==> src/rtl/score_draw_pkg.sv <==
// Shared types and glyph geometry for the score digit drawer.
// Holds the draw FSM state type, the packed four-digit score record and
// the glyph/layout constants used by the drawer and its font ROM.
package score_draw_pkg;

    typedef enum logic [1:0] {
        IDLE = 2'd0,
        LOAD = 2'd1,
        DRAW = 2'd2,
        FIN  = 2'd3
    } state_t;

    localparam int GLYPH_W     = 5;
    localparam int GLYPH_H     = 7;
    localparam int DIGIT_PITCH = 6;
    localparam int NUM_DIGITS  = 4;

    // Score as delivered by the converter: thousands is only 3 bits wide.
    typedef struct packed {
        logic [2:0] tho;
        logic [3:0] hun;
        logic [3:0] ten;
        logic [3:0] one;
    } digits_t;

    // Digit value for screen position d (0 = thousands ... 3 = ones).
    function automatic logic [3:0] digit_at(input digits_t dg, input logic [1:0] d);
        logic [3:0] v;
        unique case (d)
            2'd0:    v = {1'b0, dg.tho};
            2'd1:    v = dg.hun;
            2'd2:    v = dg.ten;
            default: v = dg.one;
        endcase
        return v;
    endfunction

endpackage

==> src/rtl/digit_font_rom.sv <==
// 5x7 font for decimal digits 0-9.
// Purely combinational: returns whether the glyph pixel at (row, col) of the
// given digit value is lit. Values 10-15 and out-of-box coordinates read 0.
module digit_font_rom
    import score_draw_pkg::*;
(
    input  logic [3:0] value,
    input  logic [2:0] row,
    input  logic [2:0] col,
    output logic       pixel_on
);

    // Row 0 occupies the top five bits; within a row, column 0 is the MSB.
    logic [34:0] glyph;
    logic [5:0]  idx;

    // Select the 35-bit bitmap of the requested digit.
    always_comb begin
        // NOTE: every always_comb output gets a default first so no path
        // leaves it unassigned, which would otherwise infer a latch.
        glyph = '0;
        unique case (value)
            4'd0:    glyph = 35'b01110_10001_10011_10101_11001_10001_01110;
            4'd1:    glyph = 35'b00100_01100_00100_00100_00100_00100_01110;
            4'd2:    glyph = 35'b01110_10001_00001_00010_00100_01000_11111;
            4'd3:    glyph = 35'b11111_00010_00100_00010_00001_10001_01110;
            4'd4:    glyph = 35'b00010_00110_01010_10010_11111_00010_00010;
            4'd5:    glyph = 35'b11111_10000_11110_00001_00001_10001_01110;
            4'd6:    glyph = 35'b00110_01000_10000_11110_10001_10001_01110;
            4'd7:    glyph = 35'b11111_00001_00010_00100_01000_01000_01000;
            4'd8:    glyph = 35'b01110_10001_10001_01110_10001_10001_01110;
            4'd9:    glyph = 35'b01110_10001_10001_01111_00001_00010_01100;
            default: glyph = '0;
        endcase
    end

    // Pick the addressed bit; coordinates outside the 5x7 box read as off.
    always_comb begin
        idx      = {3'b000, row} * 6'(GLYPH_W) + {3'b000, col};
        pixel_on = 1'b0;
        if (row < 3'(GLYPH_H) && col < 3'(GLYPH_W)) begin
            pixel_on = glyph[6'd34 - idx];
        end
    end

endmodule

==> src/rtl/score_digit_drawer.sv <==
// Score digit drawer: renders four BCD score digits as 5x7 glyphs into the
// VGA pixel-plot interface, one pixel per plot/ready handshake, and pulses
// done after the last of the 140 pixels is accepted.
// Optional build macro LEADING_ZERO_BLANK_EN: leading zero digits among the
// thousands, hundreds and tens positions are drawn as background.
module score_digit_drawer
    import score_draw_pkg::*;
#(
    parameter int                  X_W      = 8,
    parameter int                  Y_W      = 7,
    parameter int                  COLOUR_W = 3,
    parameter logic [X_W-1:0]      X0       = 8'd4,
    parameter logic [Y_W-1:0]      Y0       = 7'd4,
    parameter logic [COLOUR_W-1:0] FG       = 3'b111,
    parameter logic [COLOUR_W-1:0] BG       = 3'b000
) (
    input  logic                clk,
    input  logic                rst,
    input  logic                start,
    input  logic [2:0]          tho,
    input  logic [3:0]          hun,
    input  logic [3:0]          ten,
    input  logic [3:0]          one,
    input  logic                ready,
    output logic [X_W-1:0]      x,
    output logic [Y_W-1:0]      y,
    output logic [COLOUR_W-1:0] colour,
    output logic                plot,
    output logic                busy,
    output logic                done
);

    state_t     state, state_next;
    logic       start_q;
    logic       trigger;
    digits_t    in_digits;
    digits_t    work;
    digits_t    shadow;
    logic       pending;
    logic [1:0] d;
    logic [2:0] r;
    logic [2:0] c;
    logic       last_pixel;
    logic       accept;
    logic [3:0] cur_val;
    logic       digit_blank;
    logic       glyph_on;

    assign in_digits  = '{tho: tho, hun: hun, ten: ten, one: one};
    assign trigger    = start & ~start_q;
    assign accept     = (state == DRAW) && ready;
    assign last_pixel = (d == 2'(NUM_DIGITS - 1)) &&
                        (r == 3'(GLYPH_H - 1)) &&
                        (c == 3'(GLYPH_W - 1));

    // Remember last cycle's start so only its rising edge triggers a draw.
    always_ff @(posedge clk or posedge rst) begin
        // NOTE: sequential state uses non-blocking assignments so every
        // register samples the pre-edge values of the others.
        if (rst) start_q <= 1'b0;
        else     start_q <= start;
    end

    // FSM state register.
    always_ff @(posedge clk or posedge rst) begin
        if (rst) state <= IDLE;
        else     state <= state_next;
    end

    // Next-state logic: a trigger seen in FIN chains straight into LOAD.
    always_comb begin
        state_next = state;
        unique case (state)
            IDLE:    if (trigger) state_next = LOAD;
            LOAD:    state_next = DRAW;
            DRAW:    if (accept && last_pixel) state_next = FIN;
            FIN:     state_next = (pending || trigger) ? LOAD : IDLE;
            default: state_next = IDLE;
        endcase
    end

    // Working digits for the draw in progress plus the one-deep pending buffer.
    always_ff @(posedge clk or posedge rst) begin
        // NOTE: these few digit registers are plain flops rather than a
        // memory, so they are cleared by reset along with the rest.
        if (rst) begin
            work    <= '0;
            shadow  <= '0;
            pending <= 1'b0;
        end else begin
            unique case (state)
                IDLE: begin
                    if (trigger) work <= in_digits;
                end
                LOAD, DRAW: begin
                    if (trigger) begin
                        shadow  <= in_digits;
                        pending <= 1'b1;
                    end
                end
                FIN: begin
                    if (trigger) begin
                        shadow  <= in_digits;
                        work    <= in_digits;
                        pending <= 1'b0;
                    end else if (pending) begin
                        work    <= shadow;
                        pending <= 1'b0;
                    end
                end
                default: ;
            endcase
        end
    end

    // Scan position: column fastest, then row, then digit; moves on handshakes.
    always_ff @(posedge clk or posedge rst) begin
        if (rst) begin
            d <= '0;
            r <= '0;
            c <= '0;
        end else if (state == LOAD) begin
            d <= '0;
            r <= '0;
            c <= '0;
        end else if (accept) begin
            if (c == 3'(GLYPH_W - 1)) begin
                c <= '0;
                if (r == 3'(GLYPH_H - 1)) begin
                    r <= '0;
                    d <= d + 2'd1;
                end else begin
                    r <= r + 3'd1;
                end
            end else begin
                c <= c + 3'd1;
            end
        end
    end

    assign cur_val = digit_at(work, d);

`ifdef LEADING_ZERO_BLANK_EN
    logic [NUM_DIGITS-2:0] lead_zero;

    // A position is a leading zero when it and everything to its left is 0.
    always_comb begin
        lead_zero[0] = (work.tho == 3'd0);
        lead_zero[1] = lead_zero[0] && (work.hun == 4'd0);
        lead_zero[2] = lead_zero[1] && (work.ten == 4'd0);
    end

    // Blank out-of-range thousands and leading zeros; ones always renders.
    always_comb begin
        digit_blank = (d == 2'd0) && (work.tho > 3'd4);
        if (d != 2'(NUM_DIGITS - 1) && lead_zero[d]) digit_blank = 1'b1;
    end
`else
    // Only a thousands value beyond 4 is forced blank in this build.
    always_comb begin
        digit_blank = (d == 2'd0) && (work.tho > 3'd4);
    end
`endif

    digit_font_rom u_font (
        .value    (cur_val),
        .row      (r),
        .col      (c),
        .pixel_on (glyph_on)
    );

    // Pixel interface and status outputs, decoded from state and scan position.
    always_comb begin
        x      = '0;
        y      = '0;
        colour = BG;
        plot   = 1'b0;
        busy   = (state == LOAD) || (state == DRAW);
        done   = (state == FIN);
        if (state == DRAW) begin
            plot   = 1'b1;
            x      = X0 + X_W'(DIGIT_PITCH) * X_W'(d) + X_W'(c);
            y      = Y0 + Y_W'(r);
            colour = (glyph_on && !digit_blank) ? FG : BG;
        end
    end

endmodule

==> config.mk <==
export PLATFORM = sky130hd
export DESIGN_NAME = score_digit_drawer
export DESIGN_NICKNAME = d
export VERILOG_FILES = /design/src/rtl/score_draw_pkg.sv /design/src/rtl/digit_font_rom.sv /design/src/rtl/score_digit_drawer.sv
export SDC_FILE = /design/constraint.sdc
export NUM_CORES = 1
export LEC_CHECK = 0
export CORE_MARGIN = 8
export CORE_UTILIZATION = 50
export DETAILED_ROUTE_END_ITERATION = 8
export GPL_TIMING_DRIVEN = 0
export PLACE_DENSITY_LB_ADDON = 0.05
export SYNTH_ARGS = -nofsm -noshare
export SYNTH_HDL_FRONTEND = slang
export SYNTH_SLANG_ARGS = --single-unit
==> constraint.sdc <==
create_clock -name clk -period 4.6 [get_ports clk]
set_input_delay 0.92 -clock clk [delete_from_list [all_inputs] [get_ports clk]]
set_output_delay 0.92 -clock clk [all_outputs]
set_load 0.05 [all_outputs]
==> results.md, run 1 <==
* Result of the run: completed
* Area growth from synthesis to layout at 24.1%
* Post-synthesis compound-gate area fraction at 20.4%
* Number of max-cap violations at 0
* Number of detailed-route iterations in the first pass at 4
* Critical path data required time at 3.68 ns
* Area of the core at between 0.006 and 0.007 mm2
* Critical path fanouts, max at 10
* Syn Std Cell Area at about 0.0034 mm2
* Global Route Usage Sum at 17.6%
* Number of standard-cell rows in the floorplan at 30
* Wire length of the first global-routing pass at 14100 um
* Arrival time of data at the critical path endpoint at 3.53 ns
* Total power divided by cell area at 605 mW/mm2
* Path type of the worst min-delay path: flip-flop to flip-flop
* Cell type contributing the most total cell area after synthesis: sky130_fd_sc_hd__dfrtp_1
* Synthesis-stage register bit count at 42
* Pin count of the biggest net entering global routing at 43
* Highest attainable clock frequency at 225 MHz
* Async set or reset register ratio after synthesis at 100%
* Synth Area in XOR/XNOR at 1.83%
* Die height at 98.0 um
* EDFF count, synth at 0
* Clock tree root buffer cell: sky130_fd_sc_hd__clkbuf_8
* Stage delay of the slowest cell on the critical path at 0.45 ns
* Simple-gate share of the synthesized area at between 10% and 20%
* Detailed router's first-iteration violation count at 122
* WL per Instance at 16.4 um
* Detailed placement HPWL at 6150 um
* Gr ovfl total at 0
* Area post-placement at between 0.003 and 0.004 mm2
* Finished Cell Area at 0.00417 mm2
* Number of placed I/O pins at 40
* Crit share post-route at 96.6%
* Top cell by count, worst path: sky130_fd_sc_hd__a41o_1
* Number of buffers between clock root and the deepest sink at 2
* Vias in the first global route at between 2000 and 3000
* Cell-by-cell listing of the critical path: ha_1 -> clkbuf_4 -> nor2b_1 -> a21oi_2 -> ha_4 -> a211o_1 -> a41o_1 -> a2111o_1 -> o2111a_1 -> a41o_1 -> a21oi_4 -> buf_4 -> buf_8
* Clock transition at the register clock pins on the worst setup and hold paths after CTS at 0.08 ns
* Floorplan die area at 0.00960 mm2
* Fraction of the yosys area taken by sequential cells at around 31%
* Antenna Violating Nets Remaining at 0
* Number of buffer and inverter instances along the worst setup path at 3
* Syn. warnings at 0
* Highest-count cells in the layout ignoring fill and taps: sky130_fd_sc_hd__dfrtp_1, sky130_fd_sc_hd__a21oi_1, sky130_fd_sc_hd__clkdlybuf4s50_1, sky130_fd_sc_hd__nor2_1
* Clock Power Share at 11.7%
* Predominant post-synthesis flop cell: sky130_fd_sc_hd__dfrtp_1
* Crit path max-delay cell type: sky130_fd_sc_hd__dfrtp_2
* Main area contributors after synthesis: sky130_fd_sc_hd__dfrtp_1, sky130_fd_sc_hd__ha_1, sky130_fd_sc_hd__mux2i_1
* Worst-Skew Late Latency at 0.30 ns
* Main combinational cell family by area after synthesis: compound AO/OA/AOI/OAI gates
* TritonCTS clock tree: built
* Wire length reported by the detailed router at 8360 um
* Initial antenna violation count at 0
* Mapped Cells at 369
* Syn Area/Cell at between 9 and 10 um2
* Max-slew violations at 0
* Fin cells at between 500 and 600
* Mux contribution to synthesized area at 12.6%
* Net switching power at 1.15 mW
* Most common cell after layout, fill and taps aside: sky130_fd_sc_hd__dfrtp_1
* Setup Viol. Count Final at 0
* Deepest level of the CTS H-tree at 2
* Slew headroom at 42.0%
* Power Internal at 1.37 mW
* Worst setup skew after layout at 0.0101 ns
* Leak Pwr at approximately 1.9 nW
* Die Span X at roughly 98 um
* Transition time at the pin with the least slew margin at ~0.87 ns
* Sequential cell fraction of total power at 25.0%
* Share of post-route cells with drive strength above 1 at about a fifth
* Largest delay contributor family on the critical path: compound AO/OA/AOI/OAI gates
* Number of buffers created by CTS at 5
* Number of buffers added on ports at 34
* Average via count per standard cell at 5.72
* Final-report hold violation count at 0
* Worst setup EP type: output pin
* Placed cells at 487
* Period minus WS final at 4.45 ns
* Gp weighted congestion at 0.910
* Comb power frac at 63.3%
* Count of inserted antenna diode cells at 0
* Number of different library cells in the post-synthesis netlist at 55
* Net total in the final layout at approximately 480
* Worst setup SP type: flip-flop
* CTS sink count at between 40 and 50
* Arithmetic-cell share of the synthesized area counting full adders, half adders and majority gates at 13.9%
* Fraction of post-synthesis cell area in the top cell type by area at 31.3%
* Via count at 2915
* Switching power share of the total at 45.8%
* Class of the most critical setup path: flip-flop to output pin
* Total of fill cells in the finished design at 590
* Largest voltage drop on the vdd net at around 0.38 mV
* Initial Utilization at 50.5%
* Drc violations at 0
[cell type report]
class | instances | area, um2 | share of cell area (%)
plain buffers | 24 | 141 | 3.39
clock buffers | 6 | 72.6 | 1.74
clock inverters | 2 | 37.5 | 0.901
inverters | 31 | 119 | 2.85
multi-input cells | 274 | 2170 | 52.0
flip-flops and latches | 42 | 1050 | 25.3
well taps | 80 | 100 | 2.40
repair buffers | 51 | 475 | 11.4
[cell usage after synthesis (2+ instances only)]
library cell,n
sky130_fd_sc_hd__buf_1,2
sky130_fd_sc_hd__a21oi_1,33
sky130_fd_sc_hd__a211o_1,2
sky130_fd_sc_hd__clkbuf_1,13
sky130_fd_sc_hd__a221oi_1,2
sky130_fd_sc_hd__mux2i_1,22
sky130_fd_sc_hd__a41o_1,2
sky130_fd_sc_hd__inv_1,30
sky130_fd_sc_hd__and2_1,9
sky130_fd_sc_hd__xnor2_1,4
sky130_fd_sc_hd__buf_4,7
sky130_fd_sc_hd__dfrtp_1,42
sky130_fd_sc_hd__buf_2,3
sky130_fd_sc_hd__a311o_1,4
sky130_fd_sc_hd__a222oi_1,2
sky130_fd_sc_hd__a22oi_1,3
sky130_fd_sc_hd__a21o_1,5
sky130_fd_sc_hd__mux2_2,16
sky130_fd_sc_hd__nor3_1,5
sky130_fd_sc_hd__nand4_1,7
sky130_fd_sc_hd__a31oi_1,5
sky130_fd_sc_hd__ha_1,31
sky130_fd_sc_hd__nand2_1,26
sky130_fd_sc_hd__o2111a_1,2
sky130_fd_sc_hd__fa_1,4
sky130_fd_sc_hd__o2111ai_1,2
sky130_fd_sc_hd__nand3_1,4
sky130_fd_sc_hd__o21ai_0,14
sky130_fd_sc_hd__xor2_1,3
sky130_fd_sc_hd__nor2_1,27
sky130_fd_sc_hd__o211ai_1,7
sky130_fd_sc_hd__a211oi_1,3
sky130_fd_sc_hd__nor2b_1,5
sky130_fd_sc_hd__nand2b_1,2
[worst paths after layout]
path,startpoint,endpoint,cells after the start,slack (ns)
max,d[0],colour[2],13,0.15
min,shadow[12],shadow[12],1,0.51
max reg2reg,state[0],shadow[5],5,2.46
min reg2reg,shadow[12],shadow[12],1,0.51
max in group asynchronous,rst,r[0],2,2.88
min in group asynchronous,rst,pending,2,1.12
[power by group through the flow]
| stage | registers (mW) | logic [mW] | clock network [mW] |
|---|---|---|---|
| after floorplan | 0.607 | 1.09 | 0 |
| after global placement | 0.632 | 1.42 | 0 |
| after detailed placement | 0.639 | 1.42 | 0 |
| after CTS | 0.631 | 1.50 | 0.303 |
| after global routing | 0.651 | 1.75 | 0.315 |
| final | 0.631 | 1.60 | 0.294 |
[flip-flops by register name, indices dropped and copies added, names as in the netlist]
register	flops
shadow	15
work	15
c	3
r	3
d	2
state	2
pending	1
start_q	1
[metal layers]
layer / share of wire [%] / global-route usage, % / vias up
li1: - / - / 1434
met1: 45 / 22.7 / 1384
met2: 48 / 29.1 / 88
met3: 5.3 / 3.20 / 9
met4: 1.4 / 5.04 / 0
met5: 0 / 0 / -
[through the flow]
| stage | setup TNS [ns] | total power [mW] | hold WS [ns] | utilization, % | setup slack (ns) |
|---|---|---|---|---|---|
| floorplan | 0 | 1.70 | 0.480 | - | 0.0982 |
| global placement | -2.39 | 2.05 | 0.489 | 57.5 | -0.826 |
| detailed placement | -2.37 | 2.06 | 0.494 | 57.5 | -0.819 |
| CTS | 0 | 2.43 | 0.513 | 60.5 | 0.0258 |
| global route | -0.0683 | 2.72 | 0.520 | 62.7 | -0.0291 |
| finish | 0 | 2.52 | 0.509 | 62.7 | 0.154 |
[cells by family (layout without fill, tap and decap cells)]
logic type	count (synthesis)	in the layout
fa+ha+maj	35	35
other cells	1	5
simple gates	88	88
buf+inv	57	114
compound gates	100	100
flops	42	42
mux	39	39
xor+xnor	7	7
[repair_timing]
item,4_1_cts,5_1_grt
pin swaps,4,11
hold buffers,0,0
resized for setup,30,24
endpoints found under the setup margin,3,3
setup buffers,6,11
No activity file was read; power rests on OpenSTA's default activity.
==> run 2, diff against run 1 <==
Settings changed: CORE_UTILIZATION 50 to 57, SYNTH_HIERARCHICAL set to 1.
==> run 2 against run 1 <==
  * Via count is 0.38% lower
  * First-iteration DRC count is 27% lower
  * Sequential power is 23% lower
  * Non-clock buffer count is 4 lower
  * Register-to-register slack better by 0.13 ns
  * Cell count is 5.1% lower
  * Die area is 6.4% lower
  * Sequential cell count stayed put
  * Sequential share of layout area is 0.79 points lower
  * Largest cell class unchanged
  * Synthesized cell count is 4.6% lower
  * Cell area is 3.0% higher
  * Hold slack worse by 0.0034 ns
==> results.md, run 2 <==
* Cell type contributing the most total cell area after synthesis: sky130_fd_sc_hd__dfrtp_1
* Clock Power Share at roughly 7.4%
* Startpoint of the lowest-slack hold path: shadow[14]
* Syn Area/Cell at 10.0 um2
* Largest voltage drop on the vdd net at 2.06 mV
* Highest attainable clock frequency at 218 MHz
* Global Route Usage Sum at 19.1%
* Fraction of post-synthesis cell area in the top cell type by area at between 20% and 30%
* Utilization after layout at 72.1%
* Max-slew violations at 0
* Average via count per standard cell at 6.00
* Number of standard-cell rows in the floorplan at 28
* Comb power frac at roughly 77%
* CTS sink count at 42
* Crit share post-route at 99.9%
* Number of max-cap violations at 0
* Clock tree root buffer cell: sky130_fd_sc_hd__clkbuf_8
* Vias in the first global route at approximately 2900
* Floorplan die area at 0.00898 mm2
* Setup Viol. Count Final at 0
* Transition time at the pin with the least slew margin at 0.871 ns
* Share of post-route cells with drive strength above 1 at ~28%
* Net switching power at 1.58 mW
* Power Internal at between 1.5 and 2 mW
* Startpoint of the worst setup timing path: d[0]
* Area of the core at ~0.0060 mm2
* Syn Std Cell Area at ~0.0035 mm2
* Number of buffers between clock root and the deepest sink at 2
* Mapped Cells at between 300 and 400
* Number of detailed-route iterations in the first pass at 5
* Worst setup slack before clock tree synthesis at -0.884 ns
* Worst R2R Start: state[0]
* Worst-Skew Late Latency at 0.29 ns
* Cell with the most instances after synthesis: sky130_fd_sc_hd__dfrtp_1
* Slew headroom at 41.9%
* Arrival time of data at the critical path endpoint at between 3 and 4 ns
* Via count at 2904
* EDFF count, synth at 0
* Number of placed I/O pins at 40
* TritonCTS clock tree: built
* Wire length reported by the detailed router at approximately 8200 um
* Deepest level of the CTS H-tree at 2
* Class of the most critical setup path: flip-flop to output pin
* Result of the run: completed
* Period minus WS final at 4.60 ns
* Number of buffers created by CTS at 5
* Gp weighted congestion at 0.919
* Die Span X at approximately 95 um
* Worst setup skew after layout at 0.00862 ns
* Antenna Violating Nets Remaining at 0
* Fraction of the yosys area taken by sequential cells at 29.7%
* Highest-count cells in the layout ignoring fill and taps: sky130_fd_sc_hd__dfrtp_1, sky130_fd_sc_hd__mux2_2, sky130_fd_sc_hd__clkdlybuf4s50_1, sky130_fd_sc_hd__inv_1, sky130_fd_sc_hd__ha_1
* Setup ws final at ~0.0027 ns
* Initial antenna violation count at 0
* Number of different library cells in the post-synthesis netlist at 65
* Wire length of the first global-routing pass at 13800 um
* Number of buffers added on ports at 34
* Total chip power at between 3 and 4 mW
* Sequential cell fraction of total power at 15.5%
* Initial Utilization at 59.4%
* WL per Instance at 16.8 um
* Leak Pwr at about 1.9 nW
* Unrepaired setup endpoints after global routing: true
* Path type of the worst min-delay path: flip-flop to flip-flop
* Detailed router's first-iteration violation count at 89
* Syn. warnings at 6
* Worst setup SP type: flip-flop
* Net total in the final layout at 463
* Area growth from synthesis to layout at 21.4%
* Main area contributors after synthesis: sky130_fd_sc_hd__dfrtp_1, sky130_fd_sc_hd__mux2_2, sky130_fd_sc_hd__ha_1
* Die height at ~95 um
* Total power divided by cell area at 724 mW/mm2
* Gr ovfl total at 0
* Switching power share of the total at 51.0%
* Critical path data required time at 3.68 ns
* Hold bufs inserted after CTS at 0
* Synthesis-stage register bit count at 42
* Most common cell after layout, fill and taps aside: sky130_fd_sc_hd__dfrtp_1
* Async set or reset register ratio after synthesis at 100%
* Largest regs: shadow x15, work x15
* Total of fill cells in the finished design at between 400 and 500
* Clock transition at the register clock pins on the worst setup and hold paths after CTS at 0.08 ns
* Detailed placement HPWL at 5990 um
* Pin count of the biggest net entering global routing at 43
* Worst setup EP type: output pin
* Predominant post-synthesis flop cell: sky130_fd_sc_hd__dfrtp_1
* Final-report hold violation count at 0
* Count of inserted antenna diode cells at 0
* Critical path fanouts, max at 6
* Top cells by instance count after synthesis: sky130_fd_sc_hd__dfrtp_1, sky130_fd_sc_hd__mux2_2, sky130_fd_sc_hd__ha_1, sky130_fd_sc_hd__inv_1, sky130_fd_sc_hd__nand2_1
* Drc violations at 0
run 2: changes by cell type after synthesis, moves of 7 or more:
cell | before | now
sky130_fd_sc_hd__clkbuf_1 | 13 | 3
sky130_fd_sc_hd__mux2i_1 | 22 | 14
sky130_fd_sc_hd__a21oi_1 | 33 | 14
sky130_fd_sc_hd__nor2_1 | 27 | 15
sky130_fd_sc_hd__mux2_2 | 16 | 35
sky130_fd_sc_hd__mux2_4 | 0 | 7
sky130_fd_sc_hd__nand2_1 | 26 | 19
run 2: cell families (layout without fill, tap and decap cells):
| group | Yosys count | count (layout) | synth area share, % |
|---|---|---|---|
| other | 1 | 5 | 0.106 |
| XOR/XNOR | 8 | 8 | 1.98 |
| buffers and inverters | 58 | 111 | 9.06 |
| multiplexers | 56 | 56 | 18.1 |
| AO/OA/AOI/OAI | 73 | 73 | 15.7 |
| flip-flops | 42 | 42 | 29.7 |
| AND/OR/NAND/NOR | 79 | 79 | 12.1 |
| adder cells (fa/ha/maj) | 35 | 35 | 13.2 |
run 2: per-layer routing:
metal / share of wire [%] / wire, um / global-route usage [%]
met1: 41 / 3340 / 23.1
met2: 49 / 4010 / 32.0
met3: 6.4 / 523 / 4.44
met4: 3.3 / 269 / 8.06
met5: 0 / 0 / 0
run 2: power groups by stage:
| stage | Sequential, mW | Clock (mW) | Combinational, mW |
|---|---|---|---|
| after CTS | 0.484 | 0.235 | 2.23 |
| after floorplan | 0.470 | 0 | 1.58 |
| final | 0.483 | 0.229 | 2.40 |
| after detailed placement | 0.491 | 0 | 2.09 |
| after global routing | 0.495 | 0.248 | 2.57 |
| after global placement | 0.487 | 0 | 2.09 |
run 2: cell type report:
cell class | instances | area [um2] | share of cell area [%]
inverter | 33 | 139 | 3.24
tap | 75 | 93.8 | 2.19
multi-input combinational | 256 | 2280 | 53.2
timing repair buffer | 46 | 438 | 10.2
clock inverter | 2 | 10.0 | 0.233
buffer | 25 | 206 | 4.81
sequential | 42 | 1050 | 24.5
clock buffer | 5 | 68.8 | 1.60
run 2: through the flow:
| stage | hold slack [ns] | instances | area (um2) | TNS (ns) |
|---|---|---|---|---|
| floorplan | 0.477 | 356 | 3550 | 0 |
| global route | 0.521 | 484 | 4290 | -0.275 |
| global placement | 0.485 | 465 | 3990 | -2.35 |
| finish | 0.505 | 484 | 4290 | 0 |
| CTS | 0.514 | 478 | 4200 | 0 |
| detailed placement | 0.496 | 465 | 3990 | -2.55 |
run 2: what timing repair did:
action                                  in CTS  in global routing
gates resized for setup                     41                 12
pin swaps                                    9                  8
setup buffers                                6                  6
endpoints found under the setup margin       3                  3
run 2: critical path, cell delays in order, from the launching register on:
cell	delay, ns
sky130_fd_sc_hd__dfrtp_2	0.44
sky130_fd_sc_hd__inv_4	0.07
sky130_fd_sc_hd__ha_4	0.17
sky130_fd_sc_hd__a222oi_1	0.35
sky130_fd_sc_hd__mux2i_1	0.20
sky130_fd_sc_hd__buf_6	0.17
sky130_fd_sc_hd__buf_12	0.13
sky130_fd_sc_hd__clkinv_8	0.05
sky130_fd_sc_hd__ha_4	0.12
sky130_fd_sc_hd__and2b_2	0.27
sky130_fd_sc_hd__a311o_1	0.34
sky130_fd_sc_hd__o211ai_1	0.20
sky130_fd_sc_hd__a32o_1	0.18
sky130_fd_sc_hd__nand3_2	0.11
sky130_fd_sc_hd__o311ai_4	0.09
sky130_fd_sc_hd__and3_4	0.27
sky130_fd_sc_hd__buf_6	0.10
sky130_fd_sc_hd__buf_8	0.13
run 2: final timing paths:
path | end | slack, ns | cells after the start
setup / recovery | colour[1] | 0.003 | 17
max in group asynchronous | d[0] | 2.86 | 2
setup reg to reg | d[1] | 2.59 | 6
min in group asynchronous | state[0] | 1.14 | 2
hold / removal | shadow[14] | 0.51 | 1
hold reg to reg | shadow[14] | 0.51 | 1
==> run 3, diff against run 2 <==
Settings changed: CORE_UTILIZATION 57 to 60, HOLD_SLACK_MARGIN set to 0.03.
Clock period 4.6 ns to 5.9 ns, I/O delays scaled along.
==> run 3 against run 2 <==
  * Sequential power decreased by 22%
  * Core utilization decreased by 1.3 points
  * Sequential share of layout area up 1.0 points
  * First-iteration DRC count grew 94%
  * Critical endpoint is now colour[2]
  * Critical path depth down 1
  * Highest routed layer unchanged
  * Register-to-register slack gained 1.3 ns
  * Cell area decreased by 4.2%
  * Non-clock buffer count decreased by 12
  * Cell count shrank 2.3%
  * Hold slack improved by 0.0060 ns
  * Combinational power decreased by 33%
==> results.md, run 3 (synthesis gave the netlist of run 2 again) <==
* Result of the run: completed
* Most common cell after layout, fill and taps aside: sky130_fd_sc_hd__dfrtp_1
* Worst-Skew Late Latency at 0.29 ns
* Die Span X at 92.8 um
* Count of inserted antenna diode cells at 0
* Final-report hold violation count at 0
* Crit path depth at 16
* Number of buffers created by CTS at 5
* Initial antenna violation count at 0
* Number of buffers between clock root and the deepest sink at 2
* Number of standard-cell rows in the floorplan at 28
* Gr ovfl total at 0
* Wire length of the first global-routing pass at 13300 um
* Number of buffer and inverter instances along the worst setup path at 5
* Number of detailed-route iterations in the first pass at 5
* Floorplan die area at 0.00861 mm2
* Average via count per standard cell at 5.81
* Path type of the worst min-delay path: flip-flop to flip-flop
* Area of the core at 0.00582 mm2
* Leak Pwr at 1.87 nW
* Antenna Violating Nets Remaining at 0
* Global Route Usage Sum at 18.9%
* Wire length reported by the detailed router at approximately 7900 um
* Vias in the first global route at between 2000 and 3000
* Max-slew violations at 0
* Worst reg2reg setup slack at 3.93 ns
* Net total in the final layout at 451
* Highest attainable clock frequency at 183 MHz
* Transition time at the pin with the least slew margin at 0.864 ns
* Gp weighted congestion at 0.959
* Number of buffers added for setup after CTS at 0
* Initial Utilization at 60.8%
* Total power divided by cell area at 552 mW/mm2
* Crit path max-delay cell type: sky130_fd_sc_hd__dfrtp_1
* WL per Instance at 16.6 um
* Drc violations at 0
* Number of buffers added on ports at 34
* Worst setup SP type: flip-flop
* Share of post-route cells with drive strength above 1 at 21.9%
* Total chip power at approximately 2.3 mW
* Worst setup skew after layout at 0.00995 ns
* Number of max-cap violations at 0
* Met1 track demand over resource at roughly a quarter
* Area growth from synthesis to layout at 16.3%
* Setup ws final at 0.439 ns
* Critical path fanouts, max at 9
* Detailed placement HPWL at 6140 um
* Stage delay of the slowest cell on the critical path at 0.45 ns
* Sum of negative setup slack at 0 ns
* Critical path data required time at 4.72 ns
* Via count at 2746
* Hold bufs inserted after CTS at 0
* Cell-by-cell listing of the critical path: inv_1 -> ha_1 -> a222oi_1 -> mux2i_1 -> buf_2 -> inv_1 -> ha_1 -> and2b_1 -> nor4_1 -> a2111oi_0 -> o21ai_0 -> nand2_1 -> o311ai_1 -> and3_1 -> buf_4 -> clkbuf_2
* Deepest level of the CTS H-tree at 2
* Die height at 92.8 um
* Setup Viol. Count Final at 0
* Period minus WS final at 5.46 ns
* Crit share post-route at 92.6%
* Grt peak-use layer: met2
* Largest delay contributor family on the critical path: buffers and inverters
* Pin count of the biggest net entering global routing at 43
* Largest voltage drop on the vdd net at ~0.46 mV
* Clock tree root buffer cell: sky130_fd_sc_hd__clkbuf_8
* Worst setup slack before clock tree synthesis at between 0.2 and 0.25 ns
* Hold Path Cell Cnt at 1
* Reg2reg path depth at 6
* Slew headroom at 42.3%
* TritonCTS clock tree: built
* CTS sink count at 42
* Largest regs: shadow x15, work x15
* Worst setup EP type: output pin
* Class of the most critical setup path: flip-flop to output pin
* Met2 usage at 31.2%
* Clock transition at the register clock pins on the worst setup and hold paths after CTS at 0.08 ns
* Number of placed I/O pins at 40
* Detailed router's first-iteration violation count at between 150 and 200
* Unrepaired setup endpoints after global routing: false
* Arrival time of data at the critical path endpoint at 4.28 ns
* Highest-count cells in the layout ignoring fill and taps: sky130_fd_sc_hd__dfrtp_1, sky130_fd_sc_hd__mux2_2, sky130_fd_sc_hd__ha_1, sky130_fd_sc_hd__clkdlybuf4s50_1, sky130_fd_sc_hd__inv_1
* Met3 track utilization from global routing at 2.67%
* Post-cts repair resize count at 3
==> run 3: worst paths after layout <==
path,start,to
worst max-delay path,d[0],colour[2]
worst min register to register,shadow[13],shadow[13]
min in group asynchronous,rst,state[0]
worst min-delay path,shadow[13],shadow[13]
max in group asynchronous,rst,shadow[8]
worst max register to register,state[0],d[1]
==> run 3: through the flow <==
step / hold WS (ns) / cells / util, % / area [um2]
after floorplan: 0.477 / 356 / - / 3550
after global placement: 0.485 / 465 / 68.5 / 3990
after detailed placement: 0.494 / 465 / 68.5 / 3990
after CTS: 0.512 / 473 / 70.9 / 4120
after global routing: 0.526 / 473 / 70.7 / 4110
final: 0.511 / 473 / 70.7 / 4110
==> run 3: where the power goes <==
| group | internal [mW] | leakage [nW] | switching, mW | total, mW |
|---|---|---|---|---|
| clock | 0.181 | 0.0714 | 0.100 | 0.281 |
| sequential | 0.328 | 0.498 | 0.0492 | 0.377 |
| combinational | 0.606 | 1.30 | 1.01 | 1.61 |
==> run 3: final cells by class <==
class | count | area, um2
clock buffer | 6 | 82.6
clock inverter | 2 | 60.1
inverter | 33 | 124
multi-input combinational | 256 | 2180
timing repair buffer | 34 | 325
fill | 458 | 1700
sequential | 42 | 1050
buffer | 25 | 196
tap | 75 | 93.8
==> run 3: layer usage <==
metal / vias to the layer above / wire, um
met1: 1303 / 3430
met4: 0 / 197
met2: 91 / 3910
met5: - / 0
met3: 19 / 334
li1: 1333 / -
